`config.mk`:
```
export PLATFORM = sky130hd
export DESIGN_NAME = riscv_mem_arbiter
export DESIGN_NICKNAME = d
export VERILOG_FILES = /design/src/rtl/riscv_mem_arbiter.sv
export SDC_FILE = /design/constraint.sdc
export NUM_CORES = 1
export LEC_CHECK = 0
export BUFFER_PORTS_ARGS = -buffer_cell sky130_fd_sc_hd__buf_2
export CAP_MARGIN = 20
export CORE_MARGIN = 3
export CORE_UTILIZATION = 57
export CTS_CLUSTER_DIAMETER = 200
export DETAILED_ROUTE_END_ITERATION = 10
export PLACE_DENSITY = 0.9
export RECOVER_POWER = 25
export SKIP_CTS_REPAIR_TIMING = 1
export SKIP_LAST_GASP = 1
export SYNTH_ARGS = -nofsm -noshare
export SYNTH_HDL_FRONTEND = slang
export SYNTH_SLANG_ARGS = --single-unit
export TNS_END_PERCENT = 5
```
`constraint.sdc`:
```
create_clock -name i_clk -period 3.7 [get_ports i_clk]
set_input_delay 0.74 -clock i_clk [delete_from_list [all_inputs] [get_ports i_clk]]
set_output_delay 0.74 -clock i_clk [all_outputs]
set_load 0.02 [all_outputs]
```
`src/rtl/riscv_mem_arbiter.sv`:
```
// ---------------------------------------------------------------------------
// riscv_mem_arbiter
//
// Shares one byte-wide, synchronous-read RAM between the instruction-fetch
// port and the load/store data port. A granted access (byte, half or word)
// is sequenced one byte per cycle, big-endian: the byte at the base address
// ends up in the most significant position of the assembled value.
//
// Ports
//   i_clk, i_rst         clock, synchronous active-high reset
//   i_if_req/i_if_addr   fetch request (always a word), held until o_if_ack
//   o_if_ack             one-cycle completion pulse
//   o_if_rdata/o_if_err  fetched word / error, valid while o_if_ack=1
//   i_d_req              data request, held until o_d_ack
//   i_d_we, i_d_size     1=store; size 00 byte, 01 half, 10 word, 11 illegal
//   i_d_addr, i_d_wdata  byte address, right-justified store data
//   o_d_ack              one-cycle completion pulse
//   o_d_rdata/o_d_err    right-justified zero-extended load data / error
//   o_mem_addr           RAM byte address
//   o_mem_re             RAM read strobe, i_mem_rdata valid next cycle
//   o_mem_we/o_mem_wdata RAM write strobe and byte, commits at this edge
//   i_mem_rdata          RAM read byte
//   o_busy               high whenever the FSM is not idle
// ---------------------------------------------------------------------------
module riscv_mem_arbiter #(
    parameter int unsigned ADDR_W    = 8,
    parameter int unsigned MEM_BYTES = 128
) (
    input  logic              i_clk,
    input  logic              i_rst,
    // fetch port
    input  logic              i_if_req,
    input  logic [ADDR_W-1:0] i_if_addr,
    output logic              o_if_ack,
    output logic [31:0]       o_if_rdata,
    output logic              o_if_err,
    // data port
    input  logic              i_d_req,
    input  logic              i_d_we,
    input  logic [1:0]        i_d_size,
    input  logic [ADDR_W-1:0] i_d_addr,
    input  logic [31:0]       i_d_wdata,
    output logic              o_d_ack,
    output logic [31:0]       o_d_rdata,
    output logic              o_d_err,
    // byte RAM
    output logic [ADDR_W-1:0] o_mem_addr,
    output logic              o_mem_re,
    output logic              o_mem_we,
    output logic [7:0]        o_mem_wdata,
    input  logic [7:0]        i_mem_rdata,
    // status
    output logic              o_busy
);

    localparam int unsigned       AddrExtW = ADDR_W + 1;
    localparam logic [AddrExtW-1:0] MemLimit = AddrExtW'(MEM_BYTES);

    localparam logic PortIf   = 1'b0;
    localparam logic PortData = 1'b1;

    typedef enum logic [1:0] {
        StIdle = 2'd0,
        StRun  = 2'd1,
        StAck  = 2'd2
    } state_e;

    // ------------------------------------------------------------------
    // State and latched transaction
    // ------------------------------------------------------------------
    state_e              r_state;
    state_e              w_state_next;
    logic                r_port;        // port owning the current access
    logic                r_last_grant;  // port granted most recently
    logic                r_we;
    logic                r_err;
    logic [ADDR_W-1:0]   r_addr;
    logic [2:0]          r_len;         // bytes in the access: 1, 2 or 4
    logic [2:0]          r_cnt;         // byte counter k
    logic [31:0]         r_wdata;
    logic [31:0]         r_shift;       // load assembly, big-endian shift-in
    logic [31:0]         r_if_rdata;
    logic [31:0]         r_d_rdata;

    logic [2:0]          w_cnt_next;
    logic [31:0]         w_shift_next;
    logic                w_grant_fire;
    logic                w_load_done;

    // ------------------------------------------------------------------
    // Arbitration and grant-time decode
    // ------------------------------------------------------------------
    logic                w_grant_any;
    logic                w_grant_data;
    logic [ADDR_W-1:0]   w_sel_addr;
    logic [1:0]          w_sel_size;
    logic [2:0]          w_sel_len;
    logic                w_misalign;
    logic [AddrExtW-1:0] w_last_addr;
    logic                w_sel_err;

    always_comb begin
        w_grant_any  = i_if_req | i_d_req;
        // On a tie the port that did not win last time goes first.
        w_grant_data = i_d_req & (~i_if_req | (r_last_grant == PortIf));
        w_sel_addr   = w_grant_data ? i_d_addr : i_if_addr;
        w_sel_size   = w_grant_data ? i_d_size : 2'b10;

        case (w_sel_size)
            2'b00:   w_sel_len = 3'd1;
            2'b01:   w_sel_len = 3'd2;
            default: w_sel_len = 3'd4;
        endcase

        w_misalign = ((w_sel_size == 2'b01) && w_sel_addr[0]) ||
                     ((w_sel_size == 2'b10) && (w_sel_addr[1:0] != 2'b00));

        // One extra bit so an access running past the top of the address
        // space cannot wrap around and look in-range.
        w_last_addr = {1'b0, w_sel_addr} + AddrExtW'(w_sel_len - 3'd1);

        w_sel_err = (w_sel_size == 2'b11) || w_misalign || (w_last_addr >= MemLimit);
    end

    // ------------------------------------------------------------------
    // Byte sequencing helpers
    // ------------------------------------------------------------------
    logic        w_issue;
    logic [31:0] w_capture;
    logic [2:0]  w_byte_sel;

    always_comb begin
        w_issue    = (r_state == StRun) && (r_cnt < r_len);
        w_capture  = {r_shift[23:0], i_mem_rdata};
        // Stores go out MSB-first: byte (N-1-k) of the right-justified data.
        w_byte_sel = r_len - r_cnt - 3'd1;
    end

    // ------------------------------------------------------------------
    // FSM next state
    // ------------------------------------------------------------------
    always_comb begin
        w_state_next = r_state;
        w_cnt_next   = r_cnt;
        w_shift_next = r_shift;
        w_grant_fire = 1'b0;
        w_load_done  = 1'b0;

        case (r_state)
            StIdle: begin
                if (w_grant_any) begin
                    w_grant_fire = 1'b1;
                    // Errors skip the RAM entirely and acknowledge next cycle.
                    w_state_next = w_sel_err ? StAck : StRun;
                end
            end
            StRun: begin
                if (r_we) begin
                    if (r_cnt == r_len - 3'd1) begin
                        w_state_next = StAck;
                    end else begin
                        w_cnt_next = r_cnt + 3'd1;
                    end
                end else begin
                    // RAM data for byte k-1 arrives in cycle k; cycle N is
                    // capture-only.
                    if (r_cnt != 3'd0) begin
                        w_shift_next = w_capture;
                    end
                    if (r_cnt == r_len) begin
                        w_state_next = StAck;
                        w_load_done  = 1'b1;
                    end else begin
                        w_cnt_next = r_cnt + 3'd1;
                    end
                end
            end
            StAck: begin
                w_state_next = StIdle;
            end
            default: begin
                w_state_next = StIdle;
            end
        endcase
    end

    // ------------------------------------------------------------------
    // State registers
    // ------------------------------------------------------------------
    always_ff @(posedge i_clk) begin
        if (i_rst) begin
            r_state      <= StIdle;
            r_port       <= PortIf;
            r_last_grant <= PortData;
            r_we         <= 1'b0;
            r_err        <= 1'b0;
            r_addr       <= '0;
            r_len        <= 3'd0;
            r_cnt        <= 3'd0;
            r_wdata      <= 32'd0;
            r_shift      <= 32'd0;
            r_if_rdata   <= 32'd0;
            r_d_rdata    <= 32'd0;
        end else begin
            r_state <= w_state_next;
            r_cnt   <= w_cnt_next;
            r_shift <= w_shift_next;

            if (w_grant_fire) begin
                r_port       <= w_grant_data;
                r_last_grant <= w_grant_data;
                r_addr       <= w_sel_addr;
                r_len        <= w_sel_len;
                r_we         <= w_grant_data & i_d_we;
                r_wdata      <= w_grant_data ? i_d_wdata : 32'd0;
                r_err        <= w_sel_err;
                r_cnt        <= 3'd0;
                r_shift      <= 32'd0;
            end

            // Read data registers only change on a completed load, so they
            // hold across store and error acknowledgements.
            if (w_load_done) begin
                if (r_port == PortData) begin
                    r_d_rdata <= w_capture;
                end else begin
                    r_if_rdata <= w_capture;
                end
            end
        end
    end

    // ------------------------------------------------------------------
    // Outputs
    // ------------------------------------------------------------------
    always_comb begin
        // Strobes are masked during reset so an aborted store stops writing
        // in the very cycle reset is asserted.
        o_mem_re    = w_issue & ~r_we & ~i_rst;
        o_mem_we    = w_issue &  r_we & ~i_rst;
        o_mem_addr  = w_issue ? (r_addr + ADDR_W'(r_cnt)) : '0;
        o_mem_wdata = 8'd0;
        if (w_issue && r_we) begin
            case (w_byte_sel[1:0])
                2'd0:    o_mem_wdata = r_wdata[7:0];
                2'd1:    o_mem_wdata = r_wdata[15:8];
                2'd2:    o_mem_wdata = r_wdata[23:16];
                default: o_mem_wdata = r_wdata[31:24];
            endcase
        end

        o_if_ack   = (r_state == StAck) && (r_port == PortIf) && !i_rst;
        o_if_err   = o_if_ack & r_err;
        o_if_rdata = r_if_rdata;

        o_d_ack    = (r_state == StAck) && (r_port == PortData) && !i_rst;
        o_d_err    = o_d_ack & r_err;
        o_d_rdata  = r_d_rdata;

        o_busy     = (r_state != StIdle);
    end

endmodule
```
==> key figures, run 1 <==
Yosys
  • Post-synth cell types: 50
  • Top cell type's share of synthesized area: 49.2%
  • Synth area leader: dfxtp_1
  • Synth cell count leaders: nand2_1, dfxtp_1, a21oi_1
  • Sequential share of the synthesized area: 49.2%
  • Top_reg_cell synth: dfxtp_1
  • Simple-gate share of the synthesized area: 21.1%
  • Gate Count Post-Synth: 657
  • Main combinational cell family by area after synthesis: simple AND/OR/NAND/NOR gates
  • Synth Area per Inst: 8.67 um2
  • Syn_nets: 733
  • Post-Synth Adder-Cell Area: 3.12%
  • Most frequent cell after synthesis: nand2_1
  • Cell Area, Synth: 5700 um2
  • Top cells by area, synth: dfxtp_1, nand2_1, a21oi_1
  • Synth Area in XOR/XNOR: 2.13%
  • Yosys warns: 0
  • Ys async rst share: 0%
  • Compound-cell area share of the yosys netlist: about 17%
  • Post-synthesis mux area share: roughly 3.5%
  • EDFF count, synth: 0
  • Seq cells post-synth: 140

Worst setup path
  • FF-to-FF path depth: 7
  • R2R Setup Slk: 1.04 ns
  • CP top delay family: simple AND/OR/NAND/NOR gates
  • Critical path buffer and inverter count: 1
  • Critical R2R Launch: r_cnt[0]
  • CP max stage delay: about 0.48 ns
  • CP Capture Type: output pin
  • WP data arrival: 2.68 ns
  • Cells along the critical path: ha_1 -> nor2b_1 -> o21ai_1 -> nand3_1 -> nor2b_1 -> buf_2
  • Worst path most repeated cell: nor2b_1
  • Startpoint Class: register
  • CP Class: register to output pin
  • CP Max Fanout: 9
  • Slowest CP cell: dfxtp_1
  • Worst endpoint required time: 2.96 ns
  • R2r endpoint: o_if_rdata[31]

Floorplanning
  • Core box area: 9460 um2
  • Overall die height: between 100 and 150 um
  • Die Area: 11200 um2
  • Site Rows: 35
  • Initial Util: around three fifths
  • Die extent in x: 106 um
  • IO Pins: 150

STA
  • Minimum clock period: approximately 3.4 ns
  • RSZ-0062 raised after global routing: no
  • Crit share post-route: 92.5%
  • Final Max Slew Viols: 0
  • Setup Total Neg Slack: 0 ns
  • Worst slew pin tran: 1.37 ns
  • FMAX: 292 MHz
  • Final hold vios: 0
  • Relative slew slack: 8.56%
  • Clock skew: 0.0104 ns
  • # setup viols final: 0

Global route
  • Vias in the first global route: 5307
  • GRT Total Usage: 27.2%
  • First-pass GRT wire length: between 20 and 25 mm
  • Antenna violations before repair: 0
  • Largest net degree at the start of global routing: 46
  • Grt total ovfl: 0

Power and ir drop
  • Maximum resistive drop on vdd: 0.287 mV
  • Pleak: 2.91 nW
  • Power per cell area: 489 nW/um2

Min path
  • Hold crit path type: primary input to register
  • Hold Crit Endpoint: r_wdata[27]
  • Hold Startpoint: i_d_wdata[27]
  • Hold depth: 2

Status
  • Outcome: finished clean

Cells and area
  • Number of fillers in the final layout: 669
  • Final net count: ~870
  • Area of the multi-input gates: about 2700 um2
  • Final core occ: 74.9%
  • Share of post-route cells with drive strength above 1: about a quarter
  • Storage cell area: 2800 um2
  • Area Growth Syn to Fin: 24.3%
  • Final cell count without fillers: 937
  • Post-layout instance area: around 7100 um2
  • # diodes: 0

Detailed routing
  • WL final: around 15 mm
  • Initial DRC count: 372
  • DRC viols: 0
  • Post-route ant nets: 0
  • Drt pass-1 iters: 5
  • Via density: 5.64
  • Vias: 5285
  • WL per Instance: approximately 16 um

Place
  • Placed standard-cell area: 6500 um2
  • Port Buffers: 149
  • Final HPWL DP: 10.4 mm
  • Routability cong.: 0.858
  • Placed Instances: 903

Run
  • MaxCap Viol Count: 0

Clock tree
  • CTS root buffer: clkbuf_8
  • Skew-Pair Late Insertion Delay: ~0.52 ns
  • CTS sink cnt: 140
  • Total CTS buffers: 17
  • Clock Tree Buf Depth: 2
  • Htree depth: 4
  • CTS tree: done
  • Worst-path clk slew: ~0.060 ns
[kinds of logic (layout without fill, tap and decap cells)]
kind of cell    count (synthesis)  after routing
xor+xnor                       10             10
buf+inv                        51            202
compound gates                153            153
mux                            10             10
flops                         140            140
fa+ha+maj                      13             13
simple gates                  280            280
[registers in the layout (all words and copies together) (netlist names)]
signal,count
r_addr,8
o_if_rdata,32
r_len,3
r_shift,24
r_port,1
r_wdata,32
r_we,1
r_last_grant,1
o_d_rdata,32
r_state,2
r_err,1
r_cnt,3
[per-layer routing]
metal  track usage [%]  up-vias  wire, um
met4              9.90        0       344
met2              46.3      254      7660
met5                 0        -         0
li1                  -     2515         -
met3              7.16       34      1160
met1              33.1     2482      6160
[worst max path at each step]
stage	from	to	slack (ns)	cells past startpoint
after global routing	r_cnt[1]	o_mem_wdata[2]	0.17	6
after detailed placement	i_d_req	r_state[0]	0.76	9
after floorplan	i_d_req	r_state[0]	1.04	9
after CTS	r_cnt[1]	o_mem_wdata[3]	0.31	5
after global placement	i_d_req	r_state[0]	0.87	9
final	r_cnt[1]	o_mem_wdata[2]	0.28	6
[layout by cell type (no fill, tap or decap), types with 4 or more instances in the layout]
cell type and count:
ha_1 11, a22o_1 32, buf_2 138, nand2_1 198, clkbuf_1 14, and3_1 6
nor2_1 26, dfxtp_1 140, xor2_1 4, buf_4 7, mux4_2 8, clkinv_4 4
nor3_1 5, xnor2_1 4, a311oi_1 6, or3_1 4, nor2b_1 14, clkbuf_16 16
inv_6 4, nand3_1 6, inv_1 10, a21oi_1 99
[worst reg2reg max path, cell delays in order (launching register included)]
cell,delay [ns]
dfxtp_1,0.41
inv_1,0.12
ha_1,0.63
nand4_1,0.29
or3_1,0.66
buf_16,0.28
nand2_1,0.09
a21oi_1,0.07
[where the power goes]
group	switching [mW]	total, mW	internal [mW]
clock	0.696	1.61	0.916
sequential	0.0360	1.58	1.55
combinational	0.159	0.269	0.110
[per-stage QoR]
stage                     hold slack (ns)  total power, mW  setup slack [ns]
after floorplan                     0.432             1.78              1.04
after global placement              0.440             1.86             0.872
after detailed placement            0.444             1.88             0.759
after CTS                           0.428             3.47             0.312
after global routing                0.433             3.58             0.174
final                               0.441             3.46             0.277
[final cells by class]
type | count | share of cell area [%]
Clock inverter | 15 | 2.24
Tap cell | 129 | 2.28
Multi-Input combinational cell | 466 | 37.9
Sequential cell | 140 | 39.6
Timing Repair Buffer | 160 | 11.6
Inverter | 10 | 0.530
Clock buffer | 17 | 5.84
Note: power is estimated with default switching activity, not from simulation.
==> run 2: changes to the inputs <==
Settings changed: ABC_AREA set to 1.
==> run 2 against run 1 <==
Compared with the run above: the flow now finishes with violations (capacitance limit, slew limit); clock-buffer cell count up 1; maximum frequency up 2.7%; clock skew up 0.0016 ns; wire length down 3.2%; final area up 0.65%; register-to-register slack worse by 0.16 ns; non-clock buffer count down 6; combinational power up 44%; power up 5.2%; final cell count up 9.1%; critical path depth up 3; largest cell class unchanged.
==> key figures, run 2 <==
Min path
  • Hold crit path type: register to register
  • Hold depth: 2 (unchanged)

STA
  • Minimum clock period: 3.33 ns (-0.0911 ns)
  • FMAX: 300 MHz (+2.7%)
  • Final Max Slew Viols: 141 (+141)
  • Final hold vios: 0 (unchanged)
  • RSZ-0062 raised after global routing: no
  • Worst slew pin tran: 2.25 ns (+0.882 ns)
  • # setup viols final: 0 (unchanged)
  • Clock skew: 0.0120 ns (+0.00156 ns)
  • Min setup slack post-route: 0.368 ns (+0.0911 ns)
  • Setup Total Neg Slack: 0 ns (unchanged)
  • Relative slew slack: -50.8% (-59 points)
  • Crit share post-route: 90.0% (-2.5 points)

Yosys
  • Seq cells post-synth: 140 (unchanged)
  • Simple-gate share of the synthesized area: 13.7% (-7.4 points)
  • Post-Synth Adder-Cell Area: 3.03% (-0.084 points)
  • Yosys warns: 0 (unchanged)
  • Most frequent cell after synthesis: dfxtp_1
  • Ys async rst share: 0% (unchanged)
  • Compound-cell area share of the yosys netlist: 24.0% (+6.9 points)
  • Top_reg_cell synth: dfxtp_1
  • Synth cell count leaders: dfxtp_1, inv_1, o21ai_0
  • Post-synthesis mux area share: 0% (-3.5 points)
  • Top cell type's share of synthesized area: 47.9% (-1.3 points)
  • Cell Area, Synth: 5860 um2 (+2.8%)
  • Sequential share of the synthesized area: 47.9% (-1.3 points)
  • EDFF count, synth: 0 (unchanged)
  • Synth Area per Inst: 7.89 um2 (-9.0%)
  • Main combinational cell family by area after synthesis: compound AO/OA/AOI/OAI gates
  • Post-synth cell types: 37 (-26%)
  • Synth Area in XOR/XNOR: 0.150% (-2.0 points)
  • Synth area leader: dfxtp_1
  • Gate Count Post-Synth: 742 (+13%)
  • Top cells by area, synth: dfxtp_1, o21ai_0, a21oi_1
  • Syn_nets: 818 (+12%)

Place
  • Routability cong.: 0.827 (-3.7%)
  • Placed Instances: 989 (+9.5%)
  • Setup WS pre-CTS: 0.843 ns (+0.0834 ns)
  • Port Buffers: 149 (unchanged)
  • Final HPWL DP: 9.79 mm (-6.3%)

Cells and area
  • Commonest non-fill, non-tap cells in the layout: dfxtp_1, inv_1, o21ai_0, buf_2, a21oi_1
  • Final core occ: 72.3% (-2.6 points)
  • # diodes: 0 (unchanged)
  • Most common cell after layout, fill and taps aside: dfxtp_1
  • Final cell count without fillers: 1022 (+9.1%)
  • Number of fillers in the final layout: 816 (+22%)
  • Storage cell area: 2800 um2 (unchanged)
  • Final net count: 952 (+9.3%)
  • Share of post-route cells with drive strength above 1: 18.6% (-6.4 points)
  • Area of the multi-input gates: 2380 um2 (-11%)
  • Area Growth Syn to Fin: 21.8%

Global route
  • First-pass GRT wire length: 24.0 mm (-2.8%)
  • Largest net degree at the start of global routing: 105 (+130%)
  • Vias in the first global route: 5159 (-2.8%)
  • GRT Total Usage: 26.0% (-1.2 points)
  • Antenna violations before repair: 0 (unchanged)
  • Grt total ovfl: 0 (unchanged)

Worst setup path
  • CP Max Fanout: 9 (unchanged)
  • Cells along the critical path: ha_1 -> nand2_1 -> nor2_1 -> a211oi_1 -> nand2_1 -> nor2_1 -> inv_2 -> a21oi_1 -> buf_2
  • CP Capture Type: output pin
  • WP data arrival: 2.59 ns (-0.09 ns)
  • CP Class: register to output pin
  • Worst endpoint required time: 2.96 ns (about the same)
  • Slowest CP cell: dfxtp_1
  • CP max stage delay: 0.48 ns (about the same)
  • FF-to-FF path depth: 5 (-2)
  • CP top delay family: simple AND/OR/NAND/NOR gates
  • Critical path depth: 9 (+3)
  • Startpoint Class: register
  • Critical path buffer and inverter count: 2 (+1)

Floorplanning
  • Die extent in x: 107 um (+1.3%)
  • Core box area: 9860 um2 (+4.3%)
  • Overall die height: 107 um (+1.3%)
  • Die Area: 11500 um2 (+2.6%)
  • Initial Util: 59.4% (-0.88 points)
  • IO Pins: 150 (unchanged)
  • Site Rows: 36 (+2.9%)

Clock tree
  • Clock Tree Buf Depth: 2 (unchanged)
  • Htree depth: 4 (unchanged)
  • CTS sink cnt: 140 (unchanged)
  • Skew-Pair Late Insertion Delay: 0.52 ns (about the same)
  • CTS tree: done
  • Worst-path clk slew: 0.07 ns (about the same)
  • Total CTS buffers: 17 (unchanged)
  • CTS root buffer: clkbuf_8

Detailed routing
  • Post-route ant nets: 0 (unchanged)
  • WL final: 14.8 mm (-3.2%)
  • WL per Instance: 14.5 um (-11%)
  • Drt pass-1 iters: 5 (unchanged)
  • Initial DRC count: 351 (-5.6%)
  • DRC viols: 0 (unchanged)
  • Via density: 5.35 (-5.2%)
  • Vias: 5466 (+3.4%)

Power and ir drop
  • Power per cell area: 511 nW/um2 (+4.5%)
  • Pleak: 2.93 nW (+0.58%)
  • Maximum resistive drop on vdd: 0.302 mV (+5.2%)

Status
  • Violated checks: capacitance limit, slew limit
  • Outcome: complete, but fails checks

Run
  • MaxCap Viol Count: 2 (+2)
[run 2: cell count changes in the layout (fill, tap and decap cells not counted), moves of 18 or more]
| cell | change |
|---|---|
| nand2_1 | -139 |
| inv_1 | +111 |
| o21ai_0 | +108 |
| buf_2 | -38 |
| clkbuf_1 | +35 |
| a22o_1 | -32 |
| nand3_1 | +28 |
| nor2_1 | +21 |
| a32o_1 | +18 |
[run 2: final timing paths]
path | start | to | slack (ns)
setup reg to reg | r_state[0] | r_wdata[14] | 0.88
setup / recovery | r_cnt[1] | o_mem_wdata[1] | 0.37
hold reg to reg | o_d_rdata[15] | o_d_rdata[15] | 0.44
hold / removal | o_d_rdata[15] | o_d_rdata[15] | 0.44
[run 2: metrics by stage]
stage	power [mW]	area (um2)	hold slack (ns)
global placement	2.01	6610	0.430
CTS	3.67	7180	0.431
finish	3.65	7130	0.444
floorplan	1.91	5860	0.435
global route	3.78	7130	0.437
detailed placement	2.02	6610	0.433
[run 2: kinds of logic after synthesis]
family	count (synthesis)
flops	140
fa+ha+maj	13
buf+inv	164
xor+xnor	1
simple gates	171
compound gates	253
[run 2: layout make-up]
class / instances / share of cell area, %
clock buffer: 18 / 6.00
inverter: 125 / 6.58
tap: 133 / 2.33
clock inverter: 14 / 2.07
timing repair buffer: 154 / 10.4
multi-input combinational: 438 / 33.4
sequential: 140 / 39.3
[run 2: where the power goes]
part | internal (mW) | switching (mW) | leakage (nW) | total (mW)
Sequential | 1.57 | 0.0386 | 1.13 | 1.61
Clock | 0.937 | 0.712 | 0.280 | 1.65
Combinational | 0.129 | 0.259 | 1.52 | 0.388
[run 2: metal layers]
layer,GRT usage (%),vias up,share of wire (%)
met3,5.94,19,6.9
li1,-,2726,-
met2,46.1,216,50
met4,8.84,0,1.4
met5,0,-,0
met1,30.9,2505,41
[run 2: worst min-delay path, stage by stage (launching register included)]
cell	delay (ns)
dfxtp_1	0.31
inv_1	0.04
a21oi_1	0.05
